==> src/rtl/contador_pkg.sv <==
// Shared defaults and FSM encoding for the FIFO push-counter read path.
// Used by the poller, the counter block and the probador.
package contador_pkg;

   localparam int NUM_FIFOS_D = 5;
   localparam int CNT_W_D     = 5;
   localparam int IDX_W_D     = 3;
   localparam int TOT_W_D     = 8;
   localparam int TIMEOUT_D   = 15;

   typedef enum logic [2:0] {
      ST_IDLE,
      ST_ISSUE,
      ST_WAIT,
      ST_NEXT,
      ST_DONE
   } lector_st_e;

   function automatic int tmr_bits(input int t);
      return (t < 1) ? 1 : $clog2(t + 1);
   endfunction

endpackage

==> src/rtl/lector_contador.sv <==
// Counter poller: sweeps every FIFO index, requests its push count,
// latches the replies and sums them; flags indices that never answer.
module lector_contador
   import contador_pkg::*;
#(
   parameter int NUM_FIFOS = NUM_FIFOS_D,
   parameter int CNT_W     = CNT_W_D,
   parameter int IDX_W     = IDX_W_D,
   parameter int TOT_W     = TOT_W_D,
   parameter int TIMEOUT   = TIMEOUT_D
) (
   input  logic             clk,
   input  logic             reset,
   input  logic             start,
   input  logic [CNT_W-1:0] data,
   input  logic             valid,
   output logic             req,
   output logic [IDX_W-1:0] idx,
   output logic [CNT_W-1:0] cnt0,
   output logic [CNT_W-1:0] cnt1,
   output logic [CNT_W-1:0] cnt2,
   output logic [CNT_W-1:0] cnt3,
   output logic [CNT_W-1:0] cnt4,
   output logic [TOT_W-1:0] total,
   output logic             busy,
   output logic             done,
   output logic             error
);

   localparam int SLOTS = (NUM_FIFOS > 5) ? NUM_FIFOS : 5;
   localparam int TMR_W = tmr_bits(TIMEOUT);

   localparam logic [IDX_W-1:0] LAST    = IDX_W'(NUM_FIFOS - 1);
   localparam logic [TMR_W-1:0] TMR_MAX = TMR_W'(TIMEOUT);

   lector_st_e       state_q;
   logic [TMR_W-1:0] tmr_q;
   logic [CNT_W-1:0] cnt_q [SLOTS];

   assign cnt0 = cnt_q[0];
   assign cnt1 = cnt_q[1];
   assign cnt2 = cnt_q[2];
   assign cnt3 = cnt_q[3];
   assign cnt4 = cnt_q[4];

   always_ff @(posedge clk or posedge reset) begin
      if (reset) begin
         state_q <= ST_IDLE;
         tmr_q   <= '0;
         req     <= 1'b0;
         idx     <= '0;
         total   <= '0;
         busy    <= 1'b0;
         done    <= 1'b0;
         error   <= 1'b0;
         for (int i = 0; i < SLOTS; i++) begin
            cnt_q[i] <= '0;
         end
      end else begin
         req  <= 1'b0;
         done <= 1'b0;
         unique case (state_q)
            ST_IDLE: begin
               if (start) begin
                  state_q <= ST_ISSUE;
                  req     <= 1'b1;
                  idx     <= '0;
                  total   <= '0;
                  error   <= 1'b0;
                  busy    <= 1'b1;
               end
            end
            ST_ISSUE: begin
               state_q <= ST_WAIT;
               tmr_q   <= '0;
            end
            // Only this state listens to valid; a stray one elsewhere is dropped.
            ST_WAIT: begin
               if (valid) begin
                  for (int i = 0; i < NUM_FIFOS; i++) begin
                     if (idx == IDX_W'(i)) begin
                        cnt_q[i] <= data;
                     end
                  end
                  total   <= total + TOT_W'(data);
                  state_q <= ST_NEXT;
               end else if (tmr_q == TMR_MAX) begin
                  for (int i = 0; i < NUM_FIFOS; i++) begin
                     if (idx == IDX_W'(i)) begin
                        cnt_q[i] <= '0;
                     end
                  end
                  error   <= 1'b1;
                  state_q <= ST_NEXT;
               end else begin
                  tmr_q <= tmr_q + 1'b1;
               end
            end
            ST_NEXT: begin
               if (idx == LAST) begin
                  state_q <= ST_DONE;
                  done    <= 1'b1;
                  busy    <= 1'b0;
               end else begin
                  state_q <= ST_ISSUE;
                  idx     <= idx + 1'b1;
                  req     <= 1'b1;
               end
            end
            ST_DONE: begin
               state_q <= ST_IDLE;
            end
            default: begin
               state_q <= ST_IDLE;
            end
         endcase
      end
   end

endmodule

==> config.mk <==
export PLATFORM = sky130hd
export DESIGN_NAME = lector_contador
export DESIGN_NICKNAME = d
export VERILOG_FILES = /design/src/rtl/contador_pkg.sv /design/src/rtl/lector_contador.sv
export SDC_FILE = /design/constraint.sdc
export NUM_CORES = 1
export LEC_CHECK = 0
export ABC_AREA = 0
export CAP_MARGIN = 20
export CORE_UTILIZATION = 30
export CTS_CLUSTER_SIZE = 28
export DETAILED_ROUTE_END_ITERATION = 6
export GPL_ROUTABILITY_DRIVEN = 0
export PLACE_DENSITY = 0.52
export SYNTH_ARGS = -nofsm -noshare
export SYNTH_HDL_FRONTEND = slang
export SYNTH_SLANG_ARGS = --single-unit
==> constraint.sdc <==
create_clock -name clk -period 3.6 [get_ports clk]
set_input_delay 0.72 -clock clk [delete_from_list [all_inputs] [get_ports clk]]
set_output_delay 0.72 -clock clk [all_outputs]
set_load 0.005 [all_outputs]
# ---- Word-level counts from Yosys, hierarchy flattened
# Index checks and enable logic that the tools add are counted.
# Widths: inputs -> output; s select.
dict set report classes {
  muxes 38
  add_sub_neg 3
  n_reduce_logical 17
  n_eq_ne 16
}
# operator n
set ops {}
lappend ops {{$mux 25} 2}
lappend ops {{$mux 5} 10}
lappend ops {{$reduce_and 3->1} 9}
lappend ops {{$mux 3} 6}
lappend ops {{$mux 8} 2}
lappend ops {{$pmux 8 s2} 1}
lappend ops {{$ne 2x2->1 const B} 7}
lappend ops {{$eq 3x2->1 const B} 4}
lappend ops {{$pmux 3 s4} 1}
lappend ops {{$mux 1} 9}
lappend ops {{$add 8x5->8} 1}
lappend ops {{$mux 4} 2}
lappend ops {{$pmux 4 s2} 1}
lappend ops {{$reduce_bool 2->1} 4}
lappend ops {{$eq 3x1->1 const B} 2}
lappend ops {{$logic_not 3->1} 2}
lappend ops {{$pmux 1 s2} 3}
lappend ops {{$pmux 3 s2} 1}
lappend ops {{$add 4x1->4 const B} 1}
lappend ops {{$eq 4x4->1 const B} 1}
lappend ops {{$reduce_and 4->1} 1}
lappend ops {{$add 3x1->3 const B} 1}
lappend ops {{$eq 3x3->1 const B} 1}
lappend ops {{$ne 3x3->1 const B} 1}
lappend ops {{$reduce_and 2->1} 1}
dict set report totals {
  inputBits 9
  word_cells 87
  reg_bits 47
  output_inout_bits 40
}

# ---- Logic depth before layout (Yosys ltp)
# Gate-level depths: netlist (run 1).
dict set report depth {
  ltp_word 4
  mapped_depth 7
  ltp_nobuf 6
}

# ---- Least setup slack after synthesis (run 1)
# OpenSTA, ideal clock, no wires.
dict set report synth_path {
  kind {in2reg}
  startpoint {in data[0]}
  endpoint {reg total[6]}
  setup_time_ps 79
  path_buffers 0
  stages 6
  t_arrival_ps 1999
  path_slack_ps 1522
  cell_sequence {ha_1 -> fa_1 -> a211oi_1 -> nor2_1 -> o211ai_1 -> mux2i_1}
}
dict set report synth_via {
  elab_chain_len 3
}
# element line
set synth_rtl {}
lappend synth_rtl {{from (decl)} lector_contador.sv:15} ;# input logic [CNT_W-1:0] data,
lappend synth_rtl {{$add 8x5->8} lector_contador.sv:85} ;# total <= total + TOT_W'(data);
lappend synth_rtl {{$mux 8} lector_contador.sv:79} ;# if (valid) begin
lappend synth_rtl {{$pmux 8 s2} lector_contador.sv:62} ;# unique case (state_q)
lappend synth_rtl {{to (signal assigned)} lector_contador.sv:85}
lappend synth_rtl {{to (decl)} lector_contador.sv:24} ;# output logic [TOT_W-1:0] total,
# Every way passes these cells. The select of a mux whose other input is x is not followed.
# A chain may end at the register's enable or synchronous reset.

# ---- Worst setup path in the final report (run 1)
dict set report layout_path {
  startpoint {in valid}
  endpoint {reg total[5]}
}
dict set report layout_via {
  elab_chain_len 2
}
# element line
set layout_rtl {}
lappend layout_rtl {{from (decl)} lector_contador.sv:16} ;# input logic valid,
lappend layout_rtl {{$ne 2x2->1 (no line)} -}
lappend layout_rtl {{$reduce_and 3->1 (no line)} -}
# Every way passes these cells.

==> results of run 1 <==
stage by stage:
| step | setup slack, ns | hold slack, ns | cells |
|---|---|---|---|
| floorplan | 1.522 | 0.4828 | 186 |
| global placement | 0.9488 | 0.4688 | 328 |
| detailed placement | 0.8770 | 0.4751 | 328 |
| CTS | 1.198 | 0.4982 | 336 |
| global route | 1.070 | 0.5366 | 337 |
| finish | 1.196 | 0.4902 | 337 |
cell usage in the layout (no fill, tap or decap), drive strengths merged, types with 2 or more instances in the layout:
master          n
nand3           6
ha             11
inv             7
mux2           27
a21o            2
o211ai          2
or3b            2
nor2            8
o21ai           8
nor3b           4
nor3            4
dfrtp          47
clkdlybuf4s50  48
clkbuf          5
a21oi           7
a22o            2
or4             2
xnor2           2
a211oi          3
and2            6
nand2          16
o31ai           5
per-layer routing:
layer / part of all wire, % / vias to the layer above / track usage [%]
met5: 0 / - / 0
met2: 46 / 40 / 21.12
met3: 5.0 / 5 / 2.678
li1: - / 770 / -
met4: 0.97 / 0 / 4.185
met1: 48 / 786 / 19.16
critical path: cells and delay by family:
| kind | cells | cell delay (ns) |
|---|---|---|
| AO/OA/AOI/OAI | 1 | 0.16 |
| multiplexers | 1 | 0.27 |
| AND/OR/NAND/NOR | 2 | 0.71 |
| buffers and inverters | 1 | 0.77 |
kinds of logic (layout without fill, tap and decap cells):
family	after synthesis	after routing	share of synthesized area (%)
AND/OR/NAND/NOR	54	54	14.66
flip-flops	47	47	51.79
AO/OA/AOI/OAI	31	31	9.256
multiplexers	28	28	13.83
adder cells (fa/ha/maj)	12	12	6.942
buffers and inverters	11	63	2.369
XOR/XNOR	3	3	1.157
cell type report:
| class | count | area [µm²] | share of cell area, % |
|---|---|---|---|
| sequential | 47 | 1176 | 39.46 |
| multi-input combinational | 128 | 1041 | 34.93 |
| timing repair buffer | 49 | 500.5 | 16.79 |
| tap | 99 | 123.9 | 4.156 |
| clock inverter | 3 | 47.55 | 1.595 |
| inverter | 6 | 22.52 | 0.7557 |
| clock buffer | 5 | 68.82 | 2.309 |
power groups by stage:
stage | clock network (W) | logic, W | registers, W
floorplan | 0 | 0.000485 | 0.000805
global placement | 0 | 0.000827 | 0.000845
detailed placement | 0 | 0.000832 | 0.000845
CTS | 0.000420 | 0.000838 | 0.000835
global route | 0.000438 | 0.000937 | 0.000862
finish | 0.000403 | 0.000826 | 0.000830
final timing paths:
path                            slack [ns]  endpoint       start  cells past startpoint
worst max-delay path                  1.20  total[5]       valid                      5
worst min-delay path                  0.49   cnt2[4]     cnt2[4]                      1
worst max register to register        1.56   cnt2[0]  state_q[1]                      4
worst min register to register        0.49   cnt2[4]     cnt2[4]                      1
max in group asynchronous             2.52   cnt2[0]       reset                      3
min in group asynchronous             0.62  tmr_q[0]       reset                      2
flip-flops by register name (all words and copies together) (netlist names), 3 cells and up:
register and cells:
cnt2 5, state_q 3, total 8, idx 3, cnt3 5, tmr_q 4
cnt1 5, cnt4 5, cnt0 5
==> run metrics, run 1 <==
Crit Path Class=primary input to flip-flop; fill cell count=739; max_slew headroom=59.78%; distinct cell type count after synthesis=38; Final Hold Vio Count=0; Max Clock Skew=0.01203 ns; clk root buf=clkbuf_8; final wirelength=4.737 mm; Sw Share=32.71%; Util after Layout=40.87%; vias in the first global route=1614; drt first pass iters=4; CTS tree=yes; Yosys top cell area share=51.79%; EDFF count, synth=0; most numerous cell in the Yosys netlist=dfrtp_1; CP max stage delay=0.77 ns; Crit-path slowest cell=clkdlybuf4s50_1; Layout Nets=258; Global Route Usage Sum=13.58%; syn avg cell area=12.21 µm²; I/O pin count=49; CP startpoint kind=primary input; chip width=89.01 µm; worst-path fanout max=13; DR vias/cell=4.751; Hold Buf Count CTS=0; Final Cell Area=2980 µm²; n_diodes=0; overall power=0.002059 W; DRC Markers=0; Area after DPL=2844 µm²; top cells by area, synth=dfrtp_1 52%, mux2_2 12%, ha_1 6.1%; Clk pwr share=19.6%; number of port buffers=48; Post CTS Setup Buffer Count=0; latest clock arrival within the worst-skew pair=0.30 ns; critical path data arrival time=2.64 ns; Int Power=0.001385 W; cells along the critical path=clkdlybuf4s50_1, mux2_2, nand2_1, or4_1, a21oi_1; syn nets=207; clock sink count=47; CORE AREA=7292 µm²; Antenna Nets Post-Route=0; initial DRC count=57; Post-synth top cells=47 x dfrtp_1, 25 x mux2_2, 16 x nand2_1; total CTS buffers=5; crit end category=flip-flop; TNS Setup=0 ns; Post-CTS Resized=0; Yosys warning total=0; fin. max-slew vios=0; largest area contributor in the netlist=dfrtp_1; first-pass GRT wire length=8.093 mm; top_reg_cell synth=dfrtp_1; sequential area share after synthesis=51.79%; Vias=1601; H-tree levels=2; period utilization=66.78%; Tightest Pin Transition=0.6006 ns; Rows=31; hpwl dp=3.514 mm; deepest clock path buffer count=2; Max-Cap Viols=0; Lkg Pwr=1.329 nW; WL per Instance=14.06 µm; Syn Inst Count=186; area grow syn2layout=31.24%; fmax=0.4159 GHz; Min-Delay Path Class=flip-flop to flip-flop; RSZ-0062 raised after global routing=false; VDD IR-drop max=296.7 µV; Combinational Power Share=40.1%; fin crit period=2.404 ns; die height=89.01 µm; sequential share of power=40.3%; Starting Density=31.14%; Seq cells post-synth=47; P_sw=0.0006734 W; initial antenna violation count=0; asr flop ratio synth=100.0%; Critical Path RT=3.83 ns; mapped cell area=2271 µm²; setup violators final=0; Overflow after GRT=0; PwrDens=690.7 nW/µm²; largest net degree at the start of global routing=48; status=complete, no violations; Worst-path clk slew=0.10 ns; share of cells above drive strength 1=18.49%; die area=7922 µm²
Power figures use the tool's default switching activity.
==> inputs of run 2 (changes only) <==
--- a/config.mk
+++ b/config.mk
@@ -11,7 +11,7 @@
 export CTS_CLUSTER_SIZE = 28
 export DETAILED_ROUTE_END_ITERATION = 6
 export GPL_ROUTABILITY_DRIVEN = 0
-export PLACE_DENSITY = 0.52
+export PLACE_DENSITY = 0.54
 export SYNTH_ARGS = -nofsm -noshare
 export SYNTH_HDL_FRONTEND = slang
 export SYNTH_SLANG_ARGS = --single-unit
==> constraint.sdc (replaced) <==
create_clock -name clk -period 2.11 [get_ports clk]
set_input_delay 0.422 -clock clk [delete_from_list [all_inputs] [get_ports clk]]
set_output_delay 0.422 -clock clk [all_outputs]
set_load 0.005 [all_outputs]
==> run 2 against run 1 <==
Net effect:
- total power rose by 76%
- die area stayed put
- sequential power grew 70%
- setup slack worse by 1.1 ns
- count of clock-buffer cells in the layout stayed put
- via count is 3.9% higher
- global-route usage rose by 0.25 points
- non-clock buffer count up 17
- hold slack worse by 0.060 ns
- clock power grew 71%
- final area rose by 4.3%
- largest power group is now combinational cells
- highest routed layer unchanged
==> run metrics, run 2 (synthesis gave the netlist of run 1 again) <==
Int Power=0.002442 W; DRC Markers=0; die area=7922 µm²; Vias=1663; PwrDens=1163 nW/µm²; fin crit period=2.023 ns; Global Route met2 Usage=21.33%; Sw Share=32.45%; Crit Path Class=primary input to flip-flop; Max Clock Skew=0.003222 ns; Global Route Usage Sum=13.83%; Min-Delay Path Class=primary input to async pin; Hold Buf Count CTS=0; Rows=31; largest register by flop count=total; Layout Nets=275; P_sw=0.001173 W; commonest non-fill, non-tap cell in the layout=clkdlybuf4s50_1; grt met3 use=3.601%; WL per Instance=14.01 µm; final wirelength=4.958 mm; Post-CTS Resized=0; overall power=0.003615 W; first-pass GRT wire length=8.259 mm; max reg flops=8; setup violators final=0; Critical Path RT=2.34 ns; Crit-path slowest cell=clkdlybuf4s50_1; most frequent cells in the layout=48 x clkdlybuf4s50_1, 47 x dfrtp_1, 25 x mux2_2; status=complete, no violations; die height=89.01 µm; CTS tree=yes; gr busiest metal=met2; CORE AREA=7292 µm²; clock sink count=47; critical path data arrival time=2.25 ns; Lkg Pwr=1.414 nW; initial DRC count=80; cells along the critical path=clkdlybuf4s50_1, ha_1, fa_1, a211oi_1, nor2_1, o211ai_1, mux2i_1; CP delay by family, top=adder cells; Clk pwr share=19.1%; Util after Layout=42.62%; fill cell count=730; initial antenna violation count=0; Buf/Inv on CP=1; VDD IR-drop max=411.2 µV; latest clock arrival within the worst-skew pair=0.30 ns; clk root buf=clkbuf_8; Antenna Nets Post-Route=0; period utilization=95.90%; Worst-path clk slew=0.09 ns; Max-Cap Viols=0; RSZ-0062 raised after global routing=false; area grow syn2layout=36.86%; total CTS buffers=5; Starting Density=31.14%; crit end category=flip-flop; fin. max-slew vios=0; DR vias/cell=4.698; hpwl dp=3.768 mm; Combinational Power Share=41.9%; CP startpoint kind=primary input; number of port buffers=48; max_slew headroom=70.94%; H-tree levels=2; Tightest Pin Transition=0.4353 ns; deepest clock path buffer count=2; n_diodes=0; met1 Usage GRT=19.41%; I/O pin count=49; area of the multi-input gates=1041 µm²; sequential share of power=39.1%; largest net degree at the start of global routing=30; fmax=0.4942 GHz; Post CTS Setup Buffer Count=0; vias in the first global route=1618; drt first pass iters=4; chip width=89.01 µm; Overflow after GRT=0; worst-path fanout max=3; CP max stage delay=0.43 ns; share of cells above drive strength 1=23.92%; Final Hold Vio Count=0; FF+latch area=1176 µm²
-- run 2: cell count changes in the layout (fill, tap and decap cells not counted) --
cell	delta
buf_4	+17
-- run 2: cell type report --
class | count | area share [%]
repair buffers | 66 | 20.21
clock buffers | 5 | 2.214
multi-input cells | 128 | 33.49
well taps | 99 | 3.986
inverters | 6 | 0.7246
clock inverters | 3 | 1.530
flip-flops and latches | 47 | 37.84
-- run 2: worst paths after layout --
check                               from  endpoint  slack [ns]  cells past startpoint
worst max-delay path             data[0]  total[6]        0.09                      7
worst min-delay path               reset   cnt1[0]        0.43                      2
worst max register to register  total[0]  total[6]        0.24                      6
worst min register to register   cnt1[4]   cnt1[4]        0.50                      1
max in group asynchronous          reset  total[1]        1.18                      3
min in group clk                 cnt1[4]   cnt1[4]        0.50                      1
-- run 2: power by group through the flow --
stage                     clock, W  sequential (W)  combinational (W)
after floorplan                  0         0.00137           0.000827
after global placement           0         0.00143            0.00152
after detailed placement         0         0.00143            0.00153
after CTS                 0.000718         0.00142            0.00153
after global routing      0.000752         0.00145            0.00171
final                     0.000690         0.00141            0.00151
-- run 2: stage by stage --
stage               setup TNS, ns  instance area, µm²  cells  hold slack (ns)  setup WS (ns)
floorplan                       0                2271    186           0.4828         0.3297
global placement          -0.4485                2992    346           0.4693        -0.1494
detailed placement        -0.5660                2992    346           0.4782        -0.2186
CTS                             0                3108    354           0.4392         0.1179
global route                    0                3108    354           0.4606        0.01990
finish                          0                3108    354           0.4303        0.08651
-- run 2: worst reg2reg max path: cells and delay by family, from the launching register on --
family	cells	cell delay, ns
AO/OA/AOI/OAI	2	0.45
adder cells (fa/ha/maj)	2	0.65
flip-flops	1	0.41
multiplexers	1	0.20
AND/OR/NAND/NOR	1	0.10
-- run 2: routing by layer --
metal  share of wire, %  wire length (µm)
met5                  0                 0
met4                1.2                58
met3                5.6               278
met2                 44              2200
met1                 49              2421
==> inputs of run 3 (changes only) <==
--- a/config.mk
+++ b/config.mk
@@ -6,11 +6,12 @@
 export NUM_CORES = 1
 export LEC_CHECK = 0
 export ABC_AREA = 0
-export CAP_MARGIN = 20
+export CAP_MARGIN = 40
 export CORE_UTILIZATION = 30
 export CTS_CLUSTER_SIZE = 28
 export DETAILED_ROUTE_END_ITERATION = 6
 export GPL_ROUTABILITY_DRIVEN = 0
+export HOLD_SLACK_MARGIN = 0.08
 export PLACE_DENSITY = 0.54
 export SYNTH_ARGS = -nofsm -noshare
 export SYNTH_HDL_FRONTEND = slang
==> results of run 3 <==
No change in the layout: final DEF, timing and power equal those of run 2.
